### src/rtl/logic_unit_pkg.sv
// logic_unit_pkg
// Shared types and helpers for the pipelined logic unit.
//   op_e       : 3-bit opcode selecting one of eight bitwise gate functions
//   flags_t    : result flags (zero, all-ones, parity) registered with the result
//   calc_flags : derives flags_t from a result vector of up to FLAG_MAX_W bits
package logic_unit_pkg;

    // Widest result calc_flags can inspect; narrower results are
    // zero-extended and a mask marks which bits are real.
    localparam int FLAG_MAX_W = 64;

    typedef enum logic [2:0] {
        OP_NOT   = 3'd0,
        OP_AND   = 3'd1,
        OP_OR    = 3'd2,
        OP_NAND  = 3'd3,
        OP_NOR   = 3'd4,
        OP_XOR   = 3'd5,
        OP_XNOR  = 3'd6,
        OP_PASSB = 3'd7
    } op_e;

    typedef struct packed {
        logic zero;
        logic ones;
        logic par;
    } flags_t;

    // The mask lets one non-parametrised function serve any WIDTH:
    // "all ones" means every bit covered by the mask is set.
    function automatic flags_t calc_flags(
        input logic [FLAG_MAX_W-1:0] y,
        input logic [FLAG_MAX_W-1:0] mask
    );
        flags_t                f;
        logic [FLAG_MAX_W-1:0] m;
        m      = y & mask;
        f.zero = (m == '0);
        f.ones = (m == mask);
        f.par  = ^m;
        return f;
    endfunction

endpackage

### src/rtl/logic_unit_core.sv
// logic_unit_core
// Purely combinational bitwise gate array.
//   op : opcode (op_e)
//   a  : operand A (ignored by PASS B)
//   b  : operand B (ignored by NOT)
//   y  : result
module logic_unit_core
    import logic_unit_pkg::*;
#(
    parameter int WIDTH = 8
) (
    input  op_e              op,
    input  logic [WIDTH-1:0] a,
    input  logic [WIDTH-1:0] b,
    output logic [WIDTH-1:0] y
);

    // One bitwise function per opcode; all eight encodings are covered.
    always_comb begin
        y = '0;
        unique case (op)
            OP_NOT:   y = ~a;
            OP_AND:   y = a & b;
            OP_OR:    y = a | b;
            OP_NAND:  y = ~(a & b);
            OP_NOR:   y = ~(a | b);
            OP_XOR:   y = a ^ b;
            OP_XNOR:  y = ~(a ^ b);
            OP_PASSB: y = b;
        endcase
    end

endmodule

### src/rtl/logic_unit_pipe.sv
// logic_unit_pipe
// Registered logic unit with valid/ready handshakes on both sides, a one-deep
// output register, an optional accumulator feedback path and result flags.
//   clk, rst              : rising-edge clock, synchronous active-high reset
//   in_valid / in_ready   : input handshake (in_ready is combinational)
//   in_op, in_a, in_b     : opcode and operands
//   in_acc                : use accumulator as A and write the result back
//   in_clr                : clear the accumulator on this beat
//   out_valid / out_ready : output handshake
//   out_y                 : registered result
//   out_zero/ones/par     : flags registered together with out_y
//   acc_q                 : current accumulator value
//   op_count              : accepted input beats since reset, wraps
module logic_unit_pipe
    import logic_unit_pkg::*;
#(
    parameter int WIDTH = 8,
    parameter int CNT_W = 16
) (
    input  logic             clk,
    input  logic             rst,
    input  logic             in_valid,
    output logic             in_ready,
    input  logic [2:0]       in_op,
    input  logic [WIDTH-1:0] in_a,
    input  logic [WIDTH-1:0] in_b,
    input  logic             in_acc,
    input  logic             in_clr,
    output logic             out_valid,
    input  logic             out_ready,
    output logic [WIDTH-1:0] out_y,
    output logic             out_zero,
    output logic             out_ones,
    output logic             out_par,
    output logic [WIDTH-1:0] acc_q,
    output logic [CNT_W-1:0] op_count
);

    logic             out_valid_q, out_valid_d;
    logic [WIDTH-1:0] out_y_q, out_y_d;
    flags_t           flags_q, flags_d;
    logic [WIDTH-1:0] acc_d;
    logic [CNT_W-1:0] op_count_q, op_count_d;

    logic             accept;
    logic [WIDTH-1:0] a_eff;
    logic [WIDTH-1:0] result;

    // The output slot is free when empty or being drained this cycle, which
    // gives full throughput. Nothing is accepted while reset is held.
    assign in_ready = !rst && (!out_valid_q || out_ready);
    assign accept   = in_valid && in_ready;

    // Accumulator mode reads acc_q directly so chained beats see the value
    // written by the previous beat; in_clr in that mode starts from zero.
    always_comb begin
        a_eff = in_a;
        if (in_acc) begin
            a_eff = in_clr ? '0 : acc_q;
        end
    end

    logic_unit_core #(
        .WIDTH (WIDTH)
    ) u_core (
        .op (op_e'(in_op)),
        .a  (a_eff),
        .b  (in_b),
        .y  (result)
    );

    // Next-state for output register, flags, accumulator and counter.
    // out_y and flags are only loaded on acceptance so they hold steady
    // under backpressure.
    always_comb begin
        out_valid_d = out_valid_q;
        out_y_d     = out_y_q;
        flags_d     = flags_q;
        acc_d       = acc_q;
        op_count_d  = op_count_q;

        if (accept) begin
            out_valid_d = 1'b1;
            out_y_d     = result;
            flags_d     = calc_flags(FLAG_MAX_W'(result),
                                     FLAG_MAX_W'({WIDTH{1'b1}}));
            op_count_d  = op_count_q + 1'b1;
            if (in_acc) begin
                acc_d = result;
            end else if (in_clr) begin
                acc_d = '0;
            end
        end else if (out_ready) begin
            out_valid_d = 1'b0;
        end
    end

    // State registers; reset drops any pending result and the accumulator.
    always_ff @(posedge clk) begin
        if (rst) begin
            out_valid_q <= 1'b0;
            out_y_q     <= '0;
            flags_q     <= '0;
            acc_q       <= '0;
            op_count_q  <= '0;
        end else begin
            out_valid_q <= out_valid_d;
            out_y_q     <= out_y_d;
            flags_q     <= flags_d;
            acc_q       <= acc_d;
            op_count_q  <= op_count_d;
        end
    end

    assign out_valid = out_valid_q;
    assign out_y     = out_y_q;
    assign out_zero  = flags_q.zero;
    assign out_ones  = flags_q.ones;
    assign out_par   = flags_q.par;
    assign op_count  = op_count_q;

endmodule

### config.mk
export PLATFORM = sky130hd
export DESIGN_NAME = logic_unit_pipe
export DESIGN_NICKNAME = d
export VERILOG_FILES = /design/src/rtl/logic_unit_pkg.sv /design/src/rtl/logic_unit_core.sv /design/src/rtl/logic_unit_pipe.sv
export SDC_FILE = /design/constraint.sdc
export NUM_CORES = 1
export LEC_CHECK = 0
export BUFFER_PORTS_ARGS = -buffer_cell sky130_fd_sc_hd__buf_2
export CORE_MARGIN = 1.5
export CORE_UTILIZATION = 40
export DETAILED_ROUTE_END_ITERATION = 8
export HOLD_SLACK_MARGIN = 0.06
export PLACE_DENSITY = 0.72
export SLEW_MARGIN = 0
export SYNTH_ARGS = -nofsm -noshare
export SYNTH_HDL_FRONTEND = slang
export SYNTH_SLANG_ARGS = --single-unit
### constraint.sdc
create_clock -name clk -period 3.1 [get_ports clk]
set_clock_uncertainty 0.15 [all_clocks]
set_input_delay 0.31 -clock clk [delete_from_list [all_inputs] [get_ports clk]]
set_output_delay 0.31 -clock clk [all_outputs]
set_load 0.05 [all_outputs]
==> impl_summary.log, run 1 <==
[metrics] Most used DFF post-synth: sky130_fd_sc_hd__dfxtp_1
[metrics] max-cap violation count: 0
[metrics] FF+latch count, synth: 36
[metrics] Chip Height: 83.6 um
[metrics] Distinct cells, synth: 45
[metrics] Max H-tree Level: 2
[metrics] mean post-synth cell area: 8.12 um2
[metrics] TritonCTS clock tree: done
[metrics] remaining antenna violation count after routing: 0
[metrics] Final GP Congestion: 0.865
[metrics] WL final: 6.23 mm
[metrics] Synthesized Nets: 370
[metrics] root buffer cell: sky130_fd_sc_hd__clkbuf_8
[metrics] post-cts resize count: 0
[metrics] CP cell instances: nand2_1, a2bb2oi_1, ha_1, mux2i_1, a211oi_1, o32ai_2, ha_1, xnor2_1, xnor2_1, o21ai_0
[metrics] Arr. time, crit path: 2700 ps
[metrics] dpl hpwl: around 4.8 mm
[metrics] HP Class: in2reg
[metrics] post-placement cell count: between 400 and 500
[metrics] post-CTS clock slew at the launch and capture registers of the worst setup and hold paths: ~80 ps
[metrics] number of buffers inserted by post-CTS setup repair: 0
[metrics] ranking of synthesized cells by area: sky130_fd_sc_hd__dfxtp_1 28%, sky130_fd_sc_hd__ha_1 12%, sky130_fd_sc_hd__nand2_1 4.8%
[metrics] number of antenna violations at the first check in global routing: 0
[metrics] static power due to leakage: 1.38 nW
[metrics] TritonCTS Buffers: 5
[metrics] status: finished clean
[metrics] sinks on the clock net: 36
[metrics] share of Yosys cell area claimed by the top area cell type: between 20% and 30%
[metrics] routed via count divided by cell count: 5.42
[metrics] Detailed Route Iter0 Violations: between 100 and 150
[metrics] cell area after synthesis: 2600 um2
[metrics] layout cells sized above 1: 23.8%
[metrics] global route overflow: 0
[metrics] number of I/O pins: 62
[metrics] Final Cycle Share: 86.6%
[metrics] total global routing track utilization: 17.6%
[metrics] synthesized netlist cell count: 320
[metrics] final number of max-transition violations: 0
[metrics] Min Hold Slack: 158 ps
[metrics] FILL cells: between 600 and 700
[metrics] # DRC: 0
[metrics] CTS max path bufs: 2
[metrics] maximum number of pins on one net before global-route repair: 29
[metrics] cell taking the most area after synthesis: sky130_fd_sc_hd__dfxtp_1
[metrics] critical path peak fanout: 3
[metrics] final non-filler cell total: 455
[metrics] area growth from synthesis to final layout: 17.6%
[metrics] Max stage delay on crit path: between 300 and 400 ps
[metrics] number of global-route vias before repair: between 2k and 2.5k
[metrics] unrepaired setup endpoints after global routing: false
[metrics] Pwr Density: 424 nW/um2
[metrics] Antenna diodes: 0
[metrics] type of the setup path with the least slack: reg2reg
[metrics] async set-or-reset flop fraction in the synthesized netlist: 0%
[metrics] Final Net Count: 427
[metrics] Hold Buf Count CTS: 0
[metrics] clock network latency to the later pin of the worst-skew pair: 290 ps
[metrics] Routed WL per cell: 13.7 um
[metrics] DIE AREA: between 6000 and 7000 um2
[metrics] min Tclk post-route: approximately 2700 ps
[metrics] reg2reg setup slack: 420 ps
[metrics] horizontal die dimension: 83.6 um
[metrics] critical path capture point type: register
[metrics] core area: 6310 um2
[metrics] setup-violating endpoint count in the final report: 0
[metrics] length of the first detailed-routing pass in iterations: 4
[metrics] count of yosys warnings during synthesis: 0
[metrics] Max stage delay cell, worst path: sky130_fd_sc_hd__o32ai_2
[metrics] Max Clk Rate: 0.373 GHz
[metrics] total via count after detailed routing: 2466
[metrics] first-pass GRT wire length: approximately 10 mm
[metrics] number of enable flip-flop cells after synthesis: 0
[metrics] relative slew slack: roughly half
[metrics] final hold viol count: 0
[metrics] number of buffers inserted by port buffering: 61
[metrics] Startpoint Class: register
[metrics] data required time at the worst endpoint: between 3000 and 4000 ps
[metrics] number of standard-cell rows in the floorplan: 29
[metrics] Worst-Margin Slew: around 720 ps
[metrics] register area share after synthesis: approximately 28%
[metrics] worst IR drop on VDD: 286 uV
[metrics] total negative slack for setup checks: 0 ps
[metrics] Initial Util: 41.1%
flip-flops by register name, indices dropped and copies added, names as in the netlist:
name / flops
acc_q: 8
op_count: 16
out_ones: 1
out_par: 1
out_valid: 1
out_y: 8
out_zero: 1
synth_stat cells (all sizes together) (2+ instances only):
cell and count:
ha 25, o31ai 14, nand3b 5, buf 13, nand2 33, a22oi 3, clkbuf 5, mux2i 2
a32oi 2, a31o 3, xor2 4, a31oi 5, a2bb2oi 6, a211oi 7, o21ai 14, or2 7
nand3 6, and2 5, nand4 6, dfxtp 36, or4 6, a22o 4, nor2b 7, o32ai 4
xnor2 5, and3 3, nand2b 9, nor2 25, a21oi 15, a32o 3, or3 5, a221oi 4
inv 24
layout make-up:
cell class	instances	area [um2]	share of cell area, %
inverter	24	90.1	2.95
tap	77	96.3	3.15
clock inverter	3	42.5	1.39
clock buffer	5	68.8	2.25
sequential	36	721	23.6
multi-input combinational	242	1680	55.0
timing repair buffer	68	358	11.7
stage by stage:
step	total power, mW	setup WS [ps]	area, um2	util, %
2_1_floorplan	0.795	345	2600	-
3_3_place_gp	0.886	211	2940	46.6
3_5_place_dp	0.891	138	2940	46.6
4_1_cts	1.31	402	3060	48.4
5_1_grt	1.36	156	3060	48.4
6_report	1.30	417	3060	48.4
logic make-up (layout without fill, tap and decap cells):
logic type	count (synthesis)	count (layout)	share of synthesized area (%)
buffers and inverters	42	100	7.61
AOI/OAI and AO/OA	87	87	24.3
and+or+nand+nor	118	118	24.0
DFF	36	36	27.7
muxes	3	3	1.20
adders and majority gates	25	25	12.0
xor gates and xnor gates	9	9	3.03
worst paths after layout:
path / from / endpoint / cells past startpoint
hold / removal: in_valid / out_valid / 3
hold reg to reg: out_y[5] / out_y[5] / 2
setup / recovery: acc_q[4] / out_par / 10
setup reg to reg: acc_q[4] / out_par / 10
power by group:
part / switching, mW / internal (mW)
clock: 0.176 / 0.238
sequential: 0.0151 / 0.485
combinational: 0.239 / 0.142
layout by cell type, fill, tap and decap left out, types with 4 or more instances in the layout:
master / count
sky130_fd_sc_hd__a211oi_1: 7
sky130_fd_sc_hd__a21oi_1: 15
sky130_fd_sc_hd__a221oi_1: 4
sky130_fd_sc_hd__a22o_1: 4
sky130_fd_sc_hd__a2bb2oi_1: 6
sky130_fd_sc_hd__a31oi_1: 5
sky130_fd_sc_hd__and2_1: 5
sky130_fd_sc_hd__buf_2: 61
sky130_fd_sc_hd__buf_4: 7
sky130_fd_sc_hd__clkbuf_8: 5
sky130_fd_sc_hd__dfxtp_1: 36
sky130_fd_sc_hd__ha_1: 25
sky130_fd_sc_hd__inv_1: 24
sky130_fd_sc_hd__nand2_1: 33
sky130_fd_sc_hd__nand2b_1: 9
sky130_fd_sc_hd__nand3_1: 4
sky130_fd_sc_hd__nand3b_1: 5
sky130_fd_sc_hd__nand4_1: 6
sky130_fd_sc_hd__nor2_1: 25
sky130_fd_sc_hd__nor2b_1: 6
sky130_fd_sc_hd__o21ai_0: 14
sky130_fd_sc_hd__o31ai_1: 14
sky130_fd_sc_hd__or2_2: 4
sky130_fd_sc_hd__or3_1: 4
sky130_fd_sc_hd__or4_1: 6
sky130_fd_sc_hd__xnor2_1: 5
sky130_fd_sc_hd__xor2_1: 4
worst max-delay path, delay by kind of cell (launching register included):
| kind | cells | cell delay [ps] |
|---|---|---|
| xor+xnor | 2 | 330 |
| mux | 1 | 130 |
| simple gates | 1 | 70 |
| compound gates | 4 | 930 |
| fa+ha+maj | 2 | 620 |
| flops | 1 | 340 |
routing by layer:
layer | GRT usage, % | vias up | routed length [um]
li1 | - | 1265 | -
met1 | 23.9 | 1123 | 3030
met2 | 26.9 | 66 | 2710
met3 | 3.66 | 12 | 348
met4 | 7.30 | 0 | 144
met5 | 0 | - | 0
(Power assumes the default switching activity.)
==> inputs of run 2 (changes only) <==
- ABC_AREA: default -> 1
- CAP_MARGIN: default -> 20
- CORE_ASPECT_RATIO: default -> 2
==> run 2 against run 1 <==
Final area up 9.1%. Setup slack improved by 170 ps. Critical path depth up 4. Die area increased by 8.8%. First-iteration DRC count grew 22%. Synthesized cell count grew 38%. Wire length up 28%. Power grew 12%. Sequential share of layout area is 2.0 points lower. Largest power group unchanged. Highest routed layer unchanged.
==> impl_summary.log, run 2 <==
[metrics] Most used DFF post-synth: sky130_fd_sc_hd__dfxtp_1
[metrics] relative slew slack: 60.7% (+9.1 points)
[metrics] total via count after detailed routing: 3097 (+26%)
[metrics] Startpoint Class: register
[metrics] CTS max path bufs: 2 (unchanged)
[metrics] total negative slack for setup checks: 0 ps (unchanged)
[metrics] Detailed Route Iter0 Violations: 146 (+22%)
[metrics] number of enable flip-flop cells after synthesis: 0 (unchanged)
[metrics] share of Yosys cell area claimed by the top area cell type: 25.5% (-2.2 points)
[metrics] max-cap violation count: 0 (unchanged)
[metrics] type of the setup path with the least slack: reg2reg
[metrics] cell with the most instances on the worst path: sky130_fd_sc_hd__nand2_1
[metrics] unrepaired setup endpoints after global routing: false
[metrics] synthesized netlist cell count: 443 (+38%)
[metrics] Synthesized Nets: 493 (+33%)
[metrics] TritonCTS Buffers: 5 (unchanged)
[metrics] TritonCTS clock tree: done
[metrics] Final Net Count: 547 (+28%)
[metrics] min Tclk post-route: 2520 ps (-167 ps)
[metrics] Routed WL per cell: 13.6 um (-0.94%)
[metrics] Worst Path Buf+Inv: 2 (+2)
[metrics] Max Clk Rate: 0.397 GHz (+6.6%)
[metrics] global route overflow: 0 (unchanged)
[metrics] cell taking the most area after synthesis: sky130_fd_sc_hd__dfxtp_1
[metrics] Worst-Margin Slew: 586 ps (-136 ps)
[metrics] synth cell count leaders: 111 x sky130_fd_sc_hd__nand2_1, 51 x sky130_fd_sc_hd__nand3_1, 46 x sky130_fd_sc_hd__inv_1, 43 x sky130_fd_sc_hd__nor2_1, 36 x sky130_fd_sc_hd__dfxtp_1
[metrics] cell with the most instances after synthesis: sky130_fd_sc_hd__nand2_1
[metrics] DIE AREA: 7600 um2 (+8.8%)
[metrics] mean post-synth cell area: 6.37 um2 (-21%)
[metrics] most common cell after layout, fill and taps aside: sky130_fd_sc_hd__nand2_1
[metrics] layout cells sized above 1: 19.5% (-4.3 points)
[metrics] FF+latch count, synth: 36 (unchanged)
[metrics] number of buffers inserted by port buffering: 61 (unchanged)
[metrics] Final GP Congestion: 0.904 (+4.5%)
[metrics] critical path peak fanout: 3 (unchanged)
[metrics] area growth from synthesis to final layout: 18.1%
[metrics] final hold viol count: 0 (unchanged)
[metrics] Final Cycle Share: 81.2% (-5.4 points)
[metrics] startpoint of the worst register-to-register path: acc_q[6]
[metrics] total global routing track utilization: 22.0% (+4.4 points)
[metrics] launching element of the worst setup path: acc_q[6]
[metrics] commonest cells after routing, fill and taps aside: 111 x sky130_fd_sc_hd__nand2_1, 61 x sky130_fd_sc_hd__buf_2, 51 x sky130_fd_sc_hd__nand3_1
[metrics] number of standard-cell rows in the floorplan: 43 (+48%)
[metrics] length of the first detailed-routing pass in iterations: 4 (unchanged)
[metrics] Max H-tree Level: 2 (unchanged)
[metrics] number of I/O pins: 62 (unchanged)
[metrics] data required time at the worst endpoint: 3110 ps (about the same)
[metrics] Distinct cells, synth: 28 (-38%)
[metrics] remaining antenna violation count after routing: 0 (unchanged)
[metrics] Arr. time, crit path: 2520 ps (-180 ps)
[metrics] async set-or-reset flop fraction in the synthesized netlist: 0% (unchanged)
[metrics] static power due to leakage: 1.77 nW (+28%)
[metrics] Hold Buf Count CTS: 0 (unchanged)
[metrics] Largest register FFs: 16 (unchanged)
[metrics] dpl hpwl: 6.31 mm (+32%)
[metrics] maximum number of pins on one net before global-route repair: 29 (unchanged)
[metrics] CP cell instances: nand2_1, nand2_1, o21ai_0, ha_1, inv_1, nand3_1, nand2_1, nor2_1, nand3_2, inv_2, ha_1, xnor2_1, xnor2_1, mux2i_1
[metrics] Pwr Density: 434 nW/um2 (+2.5%)
[metrics] final cell utilization of the core: 48.4% (about the same)
[metrics] Hold Path Origin: out_ready
[metrics] WL final: 7.98 mm (+28%)
[metrics] Max stage delay on crit path: 350 ps (-30 ps)
[metrics] critical path capture point type: register
[metrics] # DRC: 0 (unchanged)
[metrics] post-CTS clock slew at the launch and capture registers of the worst setup and hold paths: 50 ps (-30 ps)
[metrics] root buffer cell: sky130_fd_sc_hd__clkbuf_16
[metrics] routed via count divided by cell count: 5.27 (-2.8%)
[metrics] first-pass GRT wire length: 13.4 mm (+33%)
[metrics] clock network latency to the later pin of the worst-skew pair: 280 ps (about the same)
[metrics] ranking of synthesized cells by area: sky130_fd_sc_hd__dfxtp_1 26%, sky130_fd_sc_hd__nand2_1 15%, sky130_fd_sc_hd__ha_1 11%
[metrics] number of antenna violations at the first check in global routing: 0 (unchanged)
[metrics] final non-filler cell total: 588 (+29%)
[metrics] HP Class: in2reg
[metrics] register area share after synthesis: 25.5% (-2.2 points)
[metrics] sinks on the clock net: 36 (unchanged)
[metrics] final number of max-transition violations: 0 (unchanged)
[metrics] worst IR drop on VDD: 259 uV (-9.4%)
[metrics] horizontal die dimension: 62.4 um (-25%)
[metrics] Top delay family on crit path: simple AND/OR/NAND/NOR gates
[metrics] cell area after synthesis: 2820 um2 (+8.7%)
[metrics] status: finished clean
[metrics] core area: 6890 um2 (+9.1%)
[metrics] post-placement cell count: 580 (+30%)
[metrics] setup-violating endpoint count in the final report: 0 (unchanged)
[metrics] Initial Util: 41.0% (-0.13 points)
[metrics] number of buffers inserted by post-CTS setup repair: 0 (unchanged)
[metrics] Antenna diodes: 0 (unchanged)
[metrics] Chip Height: 122 um (+46%)
[metrics] number of global-route vias before repair: 2992 (+39%)
[metrics] post-cts resize count: 0 (unchanged)
[metrics] Max stage delay cell, worst path: sky130_fd_sc_hd__dfxtp_1
[metrics] count of yosys warnings during synthesis: 0 (unchanged)
## run 2: cell types whose count changed after synthesis, moves of 6 or more
| cell | delta |
|---|---|
| sky130_fd_sc_hd__a211oi_1 | -6 |
| sky130_fd_sc_hd__a2bb2oi_1 | -6 |
| sky130_fd_sc_hd__inv_1 | +22 |
| sky130_fd_sc_hd__inv_2 | +13 |
| sky130_fd_sc_hd__nand2_1 | +78 |
| sky130_fd_sc_hd__nand2b_1 | -9 |
| sky130_fd_sc_hd__nand3_1 | +47 |
| sky130_fd_sc_hd__nand3_2 | +7 |
| sky130_fd_sc_hd__nand4_1 | +22 |
| sky130_fd_sc_hd__nor2_1 | +18 |
| sky130_fd_sc_hd__nor2b_1 | -6 |
| sky130_fd_sc_hd__o21ai_1 | +14 |
| sky130_fd_sc_hd__o31ai_1 | -14 |
| sky130_fd_sc_hd__or4_1 | -6 |
## run 2: tightest hold or removal path, cell delays in order
cell and delay, ps:
sky130_fd_sc_hd__buf_2 70, sky130_fd_sc_hd__inv_1 30, sky130_fd_sc_hd__nand2_1 90, sky130_fd_sc_hd__a21oi_1 80
## run 2: logic make-up after synthesis
kind of cell,share of synthesized area (%)
buffers and inverters,10.8
flip-flops,25.5
AND/OR/NAND/NOR,43.3
multiplexers,0.354
adder cells (fa/ha/maj),11.1
XOR/XNOR,1.55
AO/OA/AOI/OAI,7.36
## run 2: stage by stage
stage / total power [mW] / worst slack [ps] / hold WS [ps] / cell area (um2)
3_5_place_dp: 0.960 / 300 / 316 / 3190
6_report: 1.45 / 583 / 208 / 3330
3_3_place_gp: 0.952 / 338 / 312 / 3190
4_1_cts: 1.46 / 580 / 209 / 3330
2_1_floorplan: 0.850 / 545 / 364 / 2820
5_1_grt: 1.52 / 394 / 225 / 3330
## run 2: path summary, 6_finish.rpt
| path | end | slack [ps] | cells past startpoint |
|---|---|---|---|
| worst max-delay path | out_par | 580 | 14 |
| worst min-delay path | out_valid | 210 | 4 |
| worst max register to register | out_par | 580 | 14 |
| worst min register to register | out_y[7] | 320 | 2 |
## run 2: layout make-up
cell class,count,area [um2]
clock buffer,8,146
fill,762,3550
inverter,59,221
multi-input combinational,330,1800
sequential,36,721
tap,90,113
timing repair buffer,65,335
## run 2: routing by layer
| layer | vias up | part of all wire, % | global-route usage [%] | wire length (um) |
|---|---|---|---|---|
| li1 | 1561 | - | - | - |
| met4 | 0 | 4.7 | 15.3 | 378 |
| met5 | - | 0 | 0 | 0 |
| met3 | 29 | 3.4 | 2.31 | 271 |
| met2 | 89 | 56 | 42.7 | 4450 |
| met1 | 1418 | 36 | 21.1 | 2880 |
## run 2: report_power, final
part | switching, mW | leakage [nW] | internal (mW)
clock network | 0.178 | 0.0712 | 0.320
registers | 0.0214 | 0.293 | 0.492
logic | 0.303 | 1.40 | 0.133
